==> src/rtl/data_mem_responder_if.sv <==
// CPU MEM-stage data port: one request channel plus a single-cycle completion channel.
interface data_mem_responder_if;
  logic        req_valid;
  logic        req_ready;
  logic [31:0] req_addr;
  logic [31:0] req_wdata;
  logic [3:0]  req_op;
  logic        req_we;
  logic        rsp_valid;
  logic        rsp_err;
  logic [31:0] rsp_rdata;

  modport master (
    output req_valid, req_addr, req_wdata, req_op, req_we,
    input  req_ready, rsp_valid, rsp_err, rsp_rdata
  );

  modport slave (
    input  req_valid, req_addr, req_wdata, req_op, req_we,
    output req_ready, rsp_valid, rsp_err, rsp_rdata
  );
endinterface

==> src/rtl/data_mem_responder.sv <==
// Memory-side responder: serialises one load/store at a time onto a multi-cycle byte-enabled
// synchronous SRAM and returns extended load data with a one-cycle completion pulse.
module data_mem_responder #(
  parameter int unsigned ADDR_W      = 12,
  parameter int unsigned WAIT_STATES = 2
) (
  input  logic                  clk,
  input  logic                  rst_n,
  data_mem_responder_if.slave   bus,
  output logic                  sram_cs_o,
  output logic                  sram_we_o,
  output logic [3:0]            sram_be_o,
  output logic [ADDR_W-3:0]     sram_addr_o,
  output logic [31:0]           sram_wdata_o,
  input  logic [31:0]           sram_rdata_i
);

  typedef enum logic [1:0] {StIdle, StAccess, StResp, StErr} state_e;

  state_e            state_q;
  logic [3:0]        cnt_q;
  logic              req_ready_q;
  logic              sram_cs_q;
  logic              sram_we_q;
  logic [3:0]        sram_be_q;
  logic [ADDR_W-3:0] sram_addr_q;
  logic [31:0]       sram_wdata_q;
  logic [31:0]       rsp_rdata_q;
  logic [1:0]        addr_lo_q;
  logic [1:0]        size_q;
  logic              uns_q;
  logic              we_q;

  // Request decode, evaluated on the incoming (not yet latched) request.
  logic [1:0]  req_size;
  logic        addr_oob;
  logic        req_err;
  logic [3:0]  be_in;
  logic [31:0] wdata_in;

  always_comb begin
    req_size = bus.req_op[1:0];
    addr_oob = |(bus.req_addr >> ADDR_W);
    req_err  = (req_size == 2'b11) | bus.req_op[3] | addr_oob
             | ((req_size == 2'b01) & bus.req_addr[0])
             | ((req_size == 2'b10) & (|bus.req_addr[1:0]));
    be_in    = 4'b0000;
    wdata_in = bus.req_wdata;
    case (req_size)
      2'b00: begin
        be_in    = 4'b0001 << bus.req_addr[1:0];
        wdata_in = {4{bus.req_wdata[7:0]}};
      end
      2'b01: begin
        be_in    = bus.req_addr[1] ? 4'b1100 : 4'b0011;
        wdata_in = {2{bus.req_wdata[15:0]}};
      end
      default: begin
        be_in    = 4'b1111;
        wdata_in = bus.req_wdata;
      end
    endcase
  end

  // Little-endian lane selection and extension of the SRAM read word.
  logic [31:0] lane_word;
  logic [31:0] load_ext;

  always_comb begin
    lane_word = sram_rdata_i >> {addr_lo_q, 3'b000};
    case (size_q)
      2'b00:   load_ext = {{24{~uns_q & lane_word[7]}}, lane_word[7:0]};
      2'b01:   load_ext = {{16{~uns_q & lane_word[15]}}, lane_word[15:0]};
      default: load_ext = lane_word;
    endcase
  end

  always_ff @(posedge clk or negedge rst_n) begin
    if (!rst_n) begin
      state_q      <= StIdle;
      cnt_q        <= 4'd0;
      req_ready_q  <= 1'b1;
      sram_cs_q    <= 1'b0;
      sram_we_q    <= 1'b0;
      sram_be_q    <= 4'b0000;
      sram_addr_q  <= '0;
      sram_wdata_q <= 32'h0;
      rsp_rdata_q  <= 32'h0;
      addr_lo_q    <= 2'b00;
      size_q       <= 2'b00;
      uns_q        <= 1'b0;
      we_q         <= 1'b0;
    end else begin
      case (state_q)
        StIdle: begin
          if (bus.req_valid) begin
            req_ready_q <= 1'b0;
            addr_lo_q   <= bus.req_addr[1:0];
            size_q      <= req_size;
            uns_q       <= bus.req_op[2];
            we_q        <= bus.req_we;
            if (req_err) begin
              state_q     <= StErr;
              rsp_rdata_q <= 32'h0;
            end else begin
              state_q      <= StAccess;
              cnt_q        <= 4'(WAIT_STATES);
              sram_cs_q    <= 1'b1;
              sram_we_q    <= bus.req_we;
              sram_be_q    <= be_in;
              sram_addr_q  <= bus.req_addr[ADDR_W-1:2];
              sram_wdata_q <= wdata_in;
            end
          end
        end
        StAccess: begin
          if (cnt_q == 4'd0) begin
            state_q     <= StResp;
            sram_cs_q   <= 1'b0;
            sram_we_q   <= 1'b0;
            sram_be_q   <= 4'b0000;
            rsp_rdata_q <= we_q ? 32'h0 : load_ext;
          end else begin
            cnt_q <= cnt_q - 4'd1;
          end
        end
        StResp, StErr: begin
          state_q     <= StIdle;
          req_ready_q <= 1'b1;
        end
        default: begin
          state_q     <= StIdle;
          req_ready_q <= 1'b1;
        end
      endcase
    end
  end

  // The completion pulse decodes straight from state so it lines up with rsp_rdata_q.
  assign bus.rsp_valid = (state_q == StResp) || (state_q == StErr);
  assign bus.rsp_err   = (state_q == StErr);
  assign bus.req_ready = req_ready_q;
  assign bus.rsp_rdata = rsp_rdata_q;

  assign sram_cs_o    = sram_cs_q;
  assign sram_we_o    = sram_we_q;
  assign sram_be_o    = sram_be_q;
  assign sram_addr_o  = sram_addr_q;
  assign sram_wdata_o = sram_wdata_q;

endmodule

==> src/flat_wrapper.sv <==
// flat-port wrapper written by rule: the top's interface ports become plain ports
module data_mem_responder_flat 
#(
  parameter int unsigned ADDR_W      = 12,
  parameter int unsigned WAIT_STATES = 2
)
  (clk, rst_n, sram_cs_o, sram_we_o, sram_be_o, sram_addr_o, sram_wdata_o, sram_rdata_i, bus_req_valid, bus_req_addr, bus_req_wdata, bus_req_op, bus_req_we, bus_req_ready, bus_rsp_valid, bus_rsp_err, bus_rsp_rdata);
  data_mem_responder_if bus_i ();
  input  logic clk;
  input  logic rst_n;
  output logic sram_cs_o;
  output logic sram_we_o;
  output logic [3:0] sram_be_o;
  output logic [ADDR_W-3:0] sram_addr_o;
  output logic [31:0] sram_wdata_o;
  input  logic [31:0] sram_rdata_i;
  input wire logic [$bits(bus_i.req_valid)-1:0] bus_req_valid;
  input wire logic [$bits(bus_i.req_addr)-1:0] bus_req_addr;
  input wire logic [$bits(bus_i.req_wdata)-1:0] bus_req_wdata;
  input wire logic [$bits(bus_i.req_op)-1:0] bus_req_op;
  input wire logic [$bits(bus_i.req_we)-1:0] bus_req_we;
  output wire logic [$bits(bus_i.req_ready)-1:0] bus_req_ready;
  output wire logic [$bits(bus_i.rsp_valid)-1:0] bus_rsp_valid;
  output wire logic [$bits(bus_i.rsp_err)-1:0] bus_rsp_err;
  output wire logic [$bits(bus_i.rsp_rdata)-1:0] bus_rsp_rdata;
  assign bus_i.req_valid = bus_req_valid;
  assign bus_i.req_addr = bus_req_addr;
  assign bus_i.req_wdata = bus_req_wdata;
  assign bus_i.req_op = bus_req_op;
  assign bus_i.req_we = bus_req_we;
  assign bus_req_ready = bus_i.req_ready;
  assign bus_rsp_valid = bus_i.rsp_valid;
  assign bus_rsp_err = bus_i.rsp_err;
  assign bus_rsp_rdata = bus_i.rsp_rdata;
  data_mem_responder #(.ADDR_W(ADDR_W), .WAIT_STATES(WAIT_STATES)) u_core (.clk(clk), .rst_n(rst_n), .bus(bus_i), .sram_cs_o(sram_cs_o), .sram_we_o(sram_we_o), .sram_be_o(sram_be_o), .sram_addr_o(sram_addr_o), .sram_wdata_o(sram_wdata_o), .sram_rdata_i(sram_rdata_i));
endmodule
==> config.mk <==
export PLATFORM = sky130hd
export DESIGN_NAME = data_mem_responder_flat
export DESIGN_NICKNAME = d
export VERILOG_FILES = /design/src/rtl/data_mem_responder_if.sv /design/src/rtl/data_mem_responder.sv /design/src/flat_wrapper.sv
export SDC_FILE = /design/constraint.sdc
export NUM_CORES = 1
export LEC_CHECK = 0
export ABC_AREA = 1
export ABC_CLOCK_PERIOD_IN_PS = 2600
export BUFFER_PORTS_ARGS = -buffer_cell sky130_fd_sc_hd__buf_2
export CAP_MARGIN = 0
export CORE_ASPECT_RATIO = 1.25
export CORE_MARGIN = 5
export CORE_UTILIZATION = 45
export CTS_CLUSTER_SIZE = 24
export DETAILED_ROUTE_END_ITERATION = 10
export PLACE_DENSITY = 0.7
export SYNTH_ARGS = -nofsm -noshare
export SYNTH_HDL_FRONTEND = slang
export SYNTH_SLANG_ARGS = --single-unit
==> constraint.sdc <==
create_clock -name clk -period 2.6 [get_ports clk]
set_clock_uncertainty 0.2 [all_clocks]
set_input_delay 0.39 -clock clk [delete_from_list [all_inputs] [get_ports clk]]
set_output_delay 0.39 -clock clk [all_outputs]
set_load 0.01 [all_outputs]
---- Word level (Yosys, flattened, before mapping) ----
Cells that the tools add are included.
storage, ports and cells
  input port bits ......................... 104
  logic and storage cells ................. 85
  flip-flop bits (word level) ............. 93
operators by class
  reduce and logical (&&, ||, !) cells .... 17
  add/subtract/negate cells ............... 1
  muxes and demuxes ....................... 30
  eq/ne operators ......................... 12
  bitwise logic cells ..................... 10
  shifts and indexed selects .............. 2
operator list
  cell                 number
  $pmux 32 s2          3
  $mux 32              4
  $shr 32x5->32        1
  $mux 4               7
  $pmux 4 s2           3
  $reduce_or 20->1     1
  $reduce_and 4->1     3
  $eq 2x2->1 const B   4
  $eq 2x1->1 const B   3
  $logic_not 2->1      3
  $mux 1               6
  $mux 2               3
  $ne 2x2->1 const B   3
  $pmux 1 s2           3
  $pmux 2 s3           1
  $reduce_and 2->1     3
  $and 1x1->1          4
  $logic_not 4->1      1
  $ne 2x1->1 const B   2
  $or 1x1->1           4
  $reduce_bool 2->1    2
  $reduce_or 2->1      2
  $shl 1x2->4 const A  1
  $sub 4x1->4 const B  1
  3 further kinds      4

---- Longest topological paths before layout ----
Gate-level depths: netlist of run 1.
  word-level depth ........................ 8
  gate-level depth with buffers ........... 12
  depth with buffers taken out ............ 11

---- Worst setup path after synthesis of run 1 ----
Ideal clock, no wire load.
  kind .................................... reg-to-reg
  from .................................... register u_core.cnt_q[0]
  to ...................................... register u_core.rsp_rdata_q[24] (netlist: u_core.bus.rsp_rdata[24])
  data arrival time ....................... 1.483 ns
  period minus slack after synthesis ...... 1.800 ns
  data required time ...................... 2.283 ns
  path buffers ............................ 1
  cell stages (with the launch flop) ...... 13
  slack ................................... 0.800 ns
  setup time .............................. 0.117 ns
  path through ............................ dfrtp_1 -> inv_1 -> ha_1 -> nand2_1 -> nor2_1 -> nor2_4 -> inv_2 -> nand2_1 -> nor2_4 -> nand2_4 -> buf_6 -> nand2_1 -> nand2_1
on the way
  word-level cells in the longest chain between the ends .. 3
ends and longest elaborated chain
  element                     RTL line                   source
  start, declared             data_mem_responder.sv:21   logic [3:0] cnt_q;
  start signal, assigned      data_mem_responder.sv:107  cnt_q <= 4'(WAIT_STATES);
  start signal, assigned      data_mem_responder.sv:124  cnt_q <= cnt_q - 4'd1;
  $logic_not 4->1             data_mem_responder.sv:117  if (cnt_q == 4'd0) begin
  $ne 2x1->1 (no line)        -
  $reduce_and 4->1 (no line)  -
  end signal, assigned        data_mem_responder.sv:122  rsp_rdata_q <= we_q ? 32'h0 : load_ext;
  end, declared               data_mem_responder.sv:28   logic [31:0] rsp_rdata_q;
Every way passes these cells.
A chain may end at the register's enable or synchronous reset.

---- Final worst setup path of run 1 ----
  from .................................... register u_core.cnt_q[0]
  to ...................................... register u_core.rsp_rdata_q[28] (netlist: u_core.bus.rsp_rdata[28])
The elaborated chain is that of the path after synthesis.

==> summary.txt, run 1 <==
Placed cells: 964
Synth Instances: 672
Xor/xnor share of the synthesized area: 0.175%
# Post-CTS Setup Buffers: 0
Clk buf depth: 2
Core area: 0.0110 mm^2
Setup Crit Path Kind: reg -> reg
Final Cycle Share: 79.9%
Initial DRC Count: 308
Ys flop type: dfrtp_1
Warnings, synthesis: 0
Root Driver: clkbuf_16
Max-cap check violation count: 0
Placed inst area: 0.00601 mm^2
Seq/Total Area, Yosys: 46.5%
Final Max Tran Viols: 0
Via count: 5,185
RSZ-0062 raised after global routing: no
Clock latency on the worst-skew pair: 340 ps
Yosys top cell area share: 46.0%
Initial Util: 45.6%
Fin area: 0.00630 mm^2
Detailed-route DRC error count: 0
Mapped Nets: 778
First-pass GRT wire length: 24.4 mm
Setup TNS: 0 ps
Fraction of layout cells with a size suffix above 1: 27.7%
Antenna cells: 0
GP Congestion: 0.937
Gr usage total: 22.1%
Post-Synthesis Cell Area: 0.00500 mm^2
Seq cells post-synth: 93
Post-DP HPWL: 11.2 mm
Endpoints failing setup: 0
EDFF count, synth: 0
Detail Route Antenna Nets: 0
Mux cell area share after synthesis: 1.40%
Final Hold Viols: 0
Pin count of the biggest net entering global routing: 45
Cell Rows: 43
Slew @ Worst Pin: 512 ps
VDD IR-drop max: 0.433 mV
Fmax: 481 MHz
Adder-cell share of the synthesized area: 0.500%
Final min period: 2080 ps
Total global routing overflow: 0
Avg Cell Area, Syn: 7.45 um^2
Worst Path Arrival: 2100 ps
DRT Pass-1 Iters: 5
CP Capture Type: register
Critical Path Source Type: register
P per Cell Area: 845 mW/mm^2
Dominant combinational cell family by area after synthesis: simple AND/OR/NAND/NOR gates
CP required: 2630 ps
Cell with the most instances after synthesis: nand2_1
Compound-Gate Fraction of Synth Area: 5.63%
Die extent in x: 104 um
Relative slew slack: 65.8%
Netlist cell types: 32
Number of global-route vias before repair: 4,983
Post-route insts no fill: 981
Fillcell total: 1,058
Vias per std cell: 5.29
Total I/O pin count: 187
Num CTS Buffers: 9
CTS tree: yes
IO Port Bufs: 186
Cell accounting for the most synthesized area: dfrtp_1
Area grow syn2layout: 26.0%
Total Wirelength: 14.9 mm
Die Area: 0.0133 mm^2
Clock slew at reported path FFs: 60 ps
Die Ht: 128 um
Status: finished, final reports clean
CTS H-Tree Depth: 3
Fin util: 57.4%
HP Class: in -> reg
Post-DR wirelength/cell: 15.2 um
Synth top area cells: dfrtp_1 46%, nand2_1 23%, nand3_1 5.5%
Asr flop ratio synth: 100%
Final nets: 947
Simple-Gate Fraction of Synth Area: 39.1%
Pleak: 3.77 nW
Max FO, Critical Path: 33
Clock sinks: 93
Initial antenna violation count: 0
Commonest cells post-synth: 306 x nand2_1, 92 x dfrtp_1, 55 x nand3_1, 43 x nand4_1, 33 x o21ai_0
## flip-flops by register name, summed over array words and instances (netlist names)
register / cells
u_core.sram_wdata_o: 32
u_core.bus.rsp_rdata: 32
u_core.size_q: 2
u_core.we_q: 1
u_core.sram_cs_o: 1
u_core.sram_we_o: 1
u_core.addr_lo_q: 2
u_core.sram_be_o: 4
u_core.bus.req_ready: 1
u_core.uns_q: 1
u_core.state_q: 2
u_core.sram_addr_o: 10
u_core.cnt_q: 4
## cell families after synthesis
group                      Yosys count
DFF                                 93
buffers and inverters               75
AOI/OAI and AO/OA                   49
adders and majority gates            2
muxes                                7
and+or+nand+nor                    445
xor gates and xnor gates             1
## worst max-delay path, stage by stage, from the launching register on
cell	delay, ps
dfrtp_1	390
inv_1	100
ha_1	150
nand2_1	50
nor2_1	210
nor2_4	60
inv_2	60
nand2_1	70
nor2_4	210
nand2_4	250
nand2_1	120
nand2_1	60
## power breakdown
group	leakage, nW	switching (W)	total, W	internal, W
Combinational	2.37	0.00148	0.00218	0.000707
Clock	0.132	0.000548	0.00125	0.000700
Sequential	1.26	0.000201	0.00190	0.00170
## metrics by stage
stage	power (W)	worst slack [ps]	hold WS, ps
final	0.00533	522	69.0
after global routing	0.00572	350	72.4
after CTS	0.00537	520	58.1
after detailed placement	0.00410	402	199
after global placement	0.00406	436	193
after floorplan	0.00347	800	-106
## cells in the final DEF (no fill, tap or decap), types with 2 or more instances in the layout
cell type	instances
clkinvlp_4	2
nand2_2	4
inv_2	3
o211ai_1	8
ha_1	2
clkbuf_16	9
nand2_1	306
dfrtp_1	92
buf_4	13
inv_1	29
buf_2	185
mux2i_1	7
nand2_4	2
nand3_4	3
nor2_2	2
a221oi_1	2
clkbuf_8	2
o21ai_0	33
nand4_1	43
nor2_4	3
clkbuf_1	2
nand3_1	55
nor2_1	25
a21oi_1	3
## path summary, 6_finish.rpt
kind / depth (start not counted) / start / end / slack, ps
setup / recovery: 11 / u_core.cnt_q[0] / u_core.bus.rsp_rdata[28] / 520
setup reg to reg: 11 / u_core.cnt_q[0] / u_core.bus.rsp_rdata[28] / 520
min in group asynchronous: 2 / rst_n / u_core.sram_addr_o[9] / 360
hold / removal: 3 / bus_req_op[2] / u_core.uns_q / 70
hold reg to reg: 2 / u_core.sram_wdata_o[7] / u_core.sram_wdata_o[7] / 270
max in group asynchronous: 3 / rst_n / u_core.bus.rsp_rdata[30] / 1190
## per-layer routing
layer	global-route usage (%)	vias to the layer above	part of all wire, %
met5	0	-	0
met4	10.7	0	3.3
met3	4.48	32	8.7
met2	34.7	261	47
met1	29.4	2364	41
li1	-	2528	-
## final cells by class
| type | instances | area (um^2) | share of cell area, % |
|---|---|---|---|
| sequential | 93 | 2330 | 36.9 |
| clock buffer | 13 | 260 | 4.13 |
| clock inverter | 3 | 20.0 | 0.318 |
| tap | 135 | 169 | 2.68 |
| timing repair buffer | 200 | 1050 | 16.7 |
| multi-input combinational | 504 | 2350 | 37.3 |
| inverter | 33 | 124 | 1.97 |
## timing repair
action | 4_1_cts | 5_1_grt
endpoints found under the hold margin | 36 | 0
gates resized for setup | 0 | 0
hold buffers | 1 | 0
No activity file was read; power rests on OpenSTA's default activity.
==> run 2: changes to the inputs <==
--- a/config.mk
+++ b/config.mk
@@ -5,8 +5,8 @@
 export SDC_FILE = /design/constraint.sdc
 export NUM_CORES = 1
 export LEC_CHECK = 0
-export ABC_AREA = 1
-export ABC_CLOCK_PERIOD_IN_PS = 2600
+export ABC_AREA = 0
+export ABC_CLOCK_PERIOD_IN_PS = 2000
 export BUFFER_PORTS_ARGS = -buffer_cell sky130_fd_sc_hd__buf_2
 export CAP_MARGIN = 0
 export CORE_ASPECT_RATIO = 1.25
@@ -14,7 +14,7 @@
 export CORE_UTILIZATION = 45
 export CTS_CLUSTER_SIZE = 24
 export DETAILED_ROUTE_END_ITERATION = 10
-export PLACE_DENSITY = 0.7
+export PLACE_DENSITY = 0.71
 export SYNTH_ARGS = -nofsm -noshare
 export SYNTH_HDL_FRONTEND = slang
 export SYNTH_SLANG_ARGS = --single-unit
==> constraint.sdc (replaced) <==
create_clock -name clk -period 2 [get_ports clk]
set_clock_uncertainty 0.2 [all_clocks]
set_input_delay 0.3 -clock clk [delete_from_list [all_inputs] [get_ports clk]]
set_output_delay 0.3 -clock clk [all_outputs]
set_load 0.01 [all_outputs]
==> summary.txt, run 2 <==
Max FO, Critical Path: 8
Worst hold path startpoint: bus_req_addr[8]
Avg Cell Area, Syn: 10.4 um^2
Final min period: 2170 ps
GP Congestion: 0.848
Largest stage delay, worst path: 380 ps
Fmax: 461 MHz
PnR worst setup slack: -170 ps
Final nets: 788
Core area: 0.0101 mm^2
Number of global-route vias before repair: 4,527
EDFF count, synth: 0
Initial DRC Count: 167
Endpoints failing setup: 59
Gr usage total: 22.7%
Clk buf depth: 2
Initial antenna violation count: 1
P per Cell Area: 1160 mW/mm^2
Cell with the most instances after synthesis: dfrtp_1
Worst Path Arrival: 2190 ps
Clock sinks: 93
Top sig layer: met4
Mapped Nets: 550
Via count: 4,429
Commonest cells post-synth: 92 x dfrtp_1, 48 x o21ai_0, 45 x a21oi_1, 44 x nand2_1, 41 x mux2i_1
Fillcell total: 771
CTS H-Tree Depth: 3
Post-DR wirelength/cell: 17.7 um
Final Hold Viols: 0
Initial Util: 45.8%
Internal power: 0.00517 W
Reg2reg end: u_core.bus.rsp_rdata[27]
Seq cells post-synth: 93
HP Class: in -> reg
Wire length on met2: 7.15 mm
FF-to-FF setup slack: -170 ps
Total Wirelength: 14.5 mm
Die extent in x: 101 um
DP Worst Slack: -201 ps
CP Capture Type: register
Root Driver: clkbuf_16
Worst reg2reg path depth: 9
Multi-input logic area: 0.00242 mm^2
First-pass GRT wire length: 22.0 mm
Total I/O pin count: 187
WHS Path Cells: 2
Final Cycle Share: 109%
Detailed-route DRC error count: 0
Clock slew at reported path FFs: 60 ps
CTS tree: yes
Slowest-stage cell, CP: dfrtp_1
Status: finished with violations
CP Cell Sequence: inv_2 > ha_4 > or3b_4 > o21a_4 > o21bai_4 > buf_12 > buf_16 > nand2_2 > o21ai_2
Wire length on met3: 1.38 mm
Logic pwr share: 44.6%
Final Max Tran Viols: 0
Fin util: 68.7%
Pleak: 3.64 nW
Post-route insts no fill: 817
Most common cell after layout, fill and taps aside: buf_2
VDD IR-drop max: 0.488 mV
Placed inst area: 0.00596 mm^2
Hold endpoint: u_core.sram_addr_o[6]
Fraction of layout cells with a size suffix above 1: 51.4%
Setup Crit Path Kind: reg -> reg
Pin count of the biggest net entering global routing: 47
Post-Synthesis Cell Area: 0.00463 mm^2
Vias per std cell: 5.42
Most frequent cells in the layout: 185 x buf_2, 92 x dfrtp_1, 43 x buf_4, 41 x mux2i_1, 37 x a21oi_1
Area grow syn2layout: 50.0%
Clock latency on the worst-skew pair: 330 ps
Cell Rows: 41
Max-cap check violation count: 0
Critical Path Source Type: register
Detail Route Antenna Nets: 0
Placed cells: 772
Synth top area cells: dfrtp_1 50%, mux2_2 9.5%, mux2i_1 8.9%
Cell accounting for the most synthesized area: dfrtp_1
DRT Pass-1 Iters: 4
Yosys top cell area share: 49.7%
Synth Instances: 444
CP required: 2020 ps
Slew @ Worst Pin: 538 ps
Seq/Total Area, Yosys: 50.3%
Warnings, synthesis: 0
Die Area: 0.0124 mm^2
Netlist cell types: 46
Reg power frac: 32.2%
RSZ-0062 raised after global routing: yes
Seq. cell area: 0.00233 mm^2
Total global routing overflow: 0
Die Ht: 123 um
IO Port Bufs: 186
Worst r2r src: u_core.cnt_q[1]
Relative slew slack: 64.0%
Ys flop type: dfrtp_1
Net Sw Frac: 35.9%
Asr flop ratio synth: 100%
Num CTS Buffers: 9
Clock share of power: 23.2%
Post-DP HPWL: 10.1 mm
Failing checks: setup timing
M1 wire length: 5.53 mm
Fin area: 0.00694 mm^2
Psw: 0.00289 W
-- run 2: cell types whose count changed after synthesis, moves of 15 or more --
cell | before | now
a21oi_1 | 3 | 45
a22o_1 | 0 | 15
inv_1 | 29 | 5
mux2_2 | 0 | 39
mux2i_1 | 7 | 41
nand2_1 | 306 | 44
nand3_1 | 55 | 7
nand4_1 | 43 | 1
o21ai_0 | 33 | 48
-- run 2: repair_timing --
item                       4_1_cts  5_1_grt
hold endpoints to repair        37        1
buffers inserted                 2       10
gates resized for setup         11       92
cloned                           4        1
pin swaps                        5       13
hold buffers                    10        1
setup endpoints to repair       40       73
-- run 2: stage by stage --
| stage | hold slack, ps | total power (W) | setup TNS (ps) |
|---|---|---|---|
| finish | 15.5 | 0.00805 | -6020 |
| floorplan | -196 | 0.00446 | -2450 |
| CTS | 4.73 | 0.00777 | -7340 |
| global route | 2.12 | 0.00855 | -10750 |
| global placement | 65.2 | 0.00555 | -10530 |
| detailed placement | 67.1 | 0.00564 | -11710 |
-- run 2: critical path: cells and delay by family (launching register included) --
kind | cells | cell delay (ps)
buf+inv | 3 | 370
compound gates | 3 | 530
flops | 1 | 380
fa+ha+maj | 1 | 120
simple gates | 2 | 450
-- run 2: layer usage --
metal / GRT usage [%] / vias to the layer above
met3: 7.22 / 26
met2: 37.2 / 202
met5: 0 / -
met4: 11.0 / 0
met1: 26.8 / 2127
li1: - / 2074
-- run 2: cells by family after synthesis --
| logic type | after synthesis | synth area share, % |
|---|---|---|
| buffers and inverters | 36 | 3.89 |
| AOI/OAI and AO/OA | 122 | 15.4 |
| muxes | 80 | 18.4 |
| DFF | 93 | 50.3 |
| adders and majority gates | 2 | 0.540 |
| and+or+nand+nor | 111 | 11.5 |
-- run 2: layout make-up --
type                            count  share of cell area (%)
Antenna cell                        1                  0.0360
Clock buffer                       13                    3.75
Clock inverter                      3                   0.991
Inverter                            5                   0.270
Multi-Input combinational cell    316                    34.9
Sequential cell                    93                    33.5
Tap cell                          129                    2.32
Timing Repair Buffer              257                    24.2
-- run 2: power by group through the flow --
stage / clock [W] / combinational, W / sequential (W)
after floorplan: 0 / 0.00177 / 0.00269
after global placement: 0 / 0.00298 / 0.00258
after detailed placement: 0 / 0.00304 / 0.00260
after CTS: 0.00189 / 0.00331 / 0.00257
after global routing: 0.00199 / 0.00391 / 0.00265
final: 0.00187 / 0.00359 / 0.00260
-- run 2: worst max path at each step --
stage / endpoint / depth (start not counted) / slack, ps / startpoint
finish: u_core.bus.rsp_rdata[27] / 9 / -170 / u_core.cnt_q[1]
global route: u_core.bus.rsp_rdata[7] / 9 / -240 / u_core.cnt_q[0]
CTS: u_core.bus.rsp_rdata[17] / 9 / -150 / u_core.cnt_q[0]
detailed placement: u_core.sram_addr_o[3] / 7 / -200 / bus_req_addr[12]
global placement: u_core.sram_be_o[0] / 7 / -190 / bus_req_addr[12]
floorplan: u_core.bus.rsp_rdata[15] / 8 / -130 / u_core.cnt_q[0]
==> run 3: changes to the inputs <==
--- a/config.mk
+++ b/config.mk
@@ -15,6 +15,7 @@
 export CTS_CLUSTER_SIZE = 24
 export DETAILED_ROUTE_END_ITERATION = 10
 export PLACE_DENSITY = 0.71
+export SETUP_SLACK_MARGIN = 0.3
 export SYNTH_ARGS = -nofsm -noshare
 export SYNTH_HDL_FRONTEND = slang
 export SYNTH_SLANG_ARGS = --single-unit
==> summary.txt, run 3 (synthesis results as in run 2) <==
Max FO, Critical Path: 8
Max-cap check violation count: 0
Final Hold Viols: 0
Placed cells: 773
Status: finished with violations
Vias per std cell: 5.44
Relative slew slack: 58.6%
M1 wire length: 5.96 mm
Gr usage total: 25.1%
CP required: 2030 ps
Buf/Inv on CP: 2
Initial antenna violation count: 1
Final Max Tran Viols: 0
Failing checks: setup timing
Wire length on met3: 1.33 mm
Pin count of the biggest net entering global routing: 43
Total I/O pin count: 187
Wire length on met2: 7.88 mm
IO Port Bufs: 186
Pleak: 3.86 nW
DP Worst Slack: -221 ps
CTS H-Tree Depth: 3
RSZ-0062 raised after global routing: yes
Setup Crit Path Kind: reg -> reg
Delay-heaviest family, CP: compound AO/OA/AOI/OAI gates
GP Congestion: 0.825
Most frequent cells in the layout: 185 x buf_2, 92 x dfrtp_1, 41 x mux2i_1, 40 x buf_4, 34 x nand2_1
Post-route insts no fill: 833
Total global routing overflow: 0
Worst Path Arrival: 2180 ps
CP Cell Sequence: inv_2 > ha_4 > or3b_4 > o21a_4 > o21bai_4 > bufbuf_16 > nand2_1 > o21ai_1
Top sig layer: met4
Post-DP HPWL: 10.7 mm
VDD IR-drop max: 0.581 mV
Core area: 0.0101 mm^2
Via count: 4,533
Final Cycle Share: 108%
Number of global-route vias before repair: 4,869
Largest stage delay, worst path: 390 ps
Die Area: 0.0124 mm^2
Fraction of layout cells with a size suffix above 1: 55.0%
Final nets: 804
Detail Route Antenna Nets: 0
Most common cell after layout, fill and taps aside: buf_2
Fmax: 464 MHz
Root Driver: clkbuf_16
Slowest-stage cell, CP: dfrtp_1
Clock latency on the worst-skew pair: 340 ps
Final min period: 2160 ps
Initial DRC Count: 186
Total Wirelength: 15.7 mm
Critical Path Source Type: register
Area grow syn2layout: 61.7%
PnR worst setup slack: -155 ps
Clock sinks: 93
Initial Util: 45.8%
Die extent in x: 101 um
Hold WS: 33.8 ps
Cell Rows: 41
DRT Pass-1 Iters: 5
First-pass GRT wire length: 24.2 mm
HP Class: in -> reg
Clock slew at reported path FFs: 70 ps
CTS tree: yes
Slew @ Worst Pin: 620 ps
Endpoints failing setup: 60
Clk buf depth: 2
Die Ht: 123 um
Num CTS Buffers: 9
CP Capture Type: register
Fillcell total: 703
Detailed-route DRC error count: 0
Post-DR wirelength/cell: 18.8 um
P per Cell Area: 1120 mW/mm^2
## run 3: changes by cell type in the layout (fill, tap and decap cells not counted), moves of 4 or more
cell     delta
a21oi_1    -10
mux2_2     -10
nand2_4     +5
o21ai_1     +6
nor2_1     -10
nor4_1      -4
nand2_2     -7
nor4_4      +4
a21oi_2     +9
mux2_4     +10
o21ai_2     -4
buf_6       +8
nor2_4     +10
## run 3: layout make-up
class | count | area (um^2) | area share (%)
diodes | 1 | 2.50 | 0.0334
clock inverters | 3 | 68.8 | 0.919
clock buffers | 13 | 260 | 3.48
multi-input cells | 316 | 2670 | 35.6
flip-flops and latches | 93 | 2330 | 31.1
well taps | 129 | 161 | 2.16
repair buffers | 273 | 1980 | 26.4
inverters | 5 | 18.8 | 0.251
## run 3: worst reg2reg max path: cells and delay by family, from the launching register on
kind                     cells  cell delay [ps]
AO/OA/AOI/OAI                3              510
adder cells (fa/ha/maj)      1              130
buffers and inverters        2              370
flip-flops                   1              390
AND/OR/NAND/NOR              2              440
## run 3: routing by layer
metal,track usage (%),vias up
met5,0,-
met3,6.38,39
li1,-,2109
met2,43.8,215
met1,28.9,2170
met4,11.3,0
## run 3: path summary, 6_finish.rpt
path / slack [ps] / to / startpoint / depth (start not counted)
setup / recovery: -160 / u_core.bus.rsp_rdata[26] / u_core.cnt_q[0] / 8
hold / removal: 30 / u_core.sram_wdata_o[5] / bus_req_wdata[5] / 2
setup reg to reg: -160 / u_core.bus.rsp_rdata[26] / u_core.cnt_q[0] / 8
hold reg to reg: 280 / u_core.bus.rsp_rdata[27] / u_core.bus.rsp_rdata[27] / 2
max in group asynchronous: 800 / u_core.sram_wdata_o[10] / rst_n / 3
min in group asynchronous: 250 / u_core.bus.rsp_rdata[15] / rst_n / 2
## run 3: report_power, final
| group | internal, W | switching [W] | total (W) |
|---|---|---|---|
| logic | 0.00186 | 0.00199 | 0.00385 |
| clock network | 0.00117 | 0.000711 | 0.00188 |
| registers | 0.00230 | 0.000347 | 0.00264 |
| total | 0.00532 | 0.00304 | 0.00837 |
## run 3: repair_timing
item / CTS / global route
setup endpoints to repair: 85 / 90
buffers inserted: 17 / 5
gates cloned: 9 / 0
hold buffers: 12 / 0
resized for setup: 99 / 26
endpoints found under the hold margin: 35 / 0
pin swaps: 17 / 4
## run 3: per-stage QoR
| step | util, % | area (um^2) | total power [W] | setup TNS [ps] |
|---|---|---|---|---|
| global placement | 61.1 | 6180 | 0.00558 | -9710 |
| global route | 74.1 | 7490 | 0.00880 | -9070 |
| finish | 74.1 | 7490 | 0.00837 | -5180 |
| floorplan | - | 4930 | 0.00452 | -2530 |
| CTS | 72.5 | 7330 | 0.00816 | -4730 |
| detailed placement | 61.1 | 6180 | 0.00568 | -12450 |
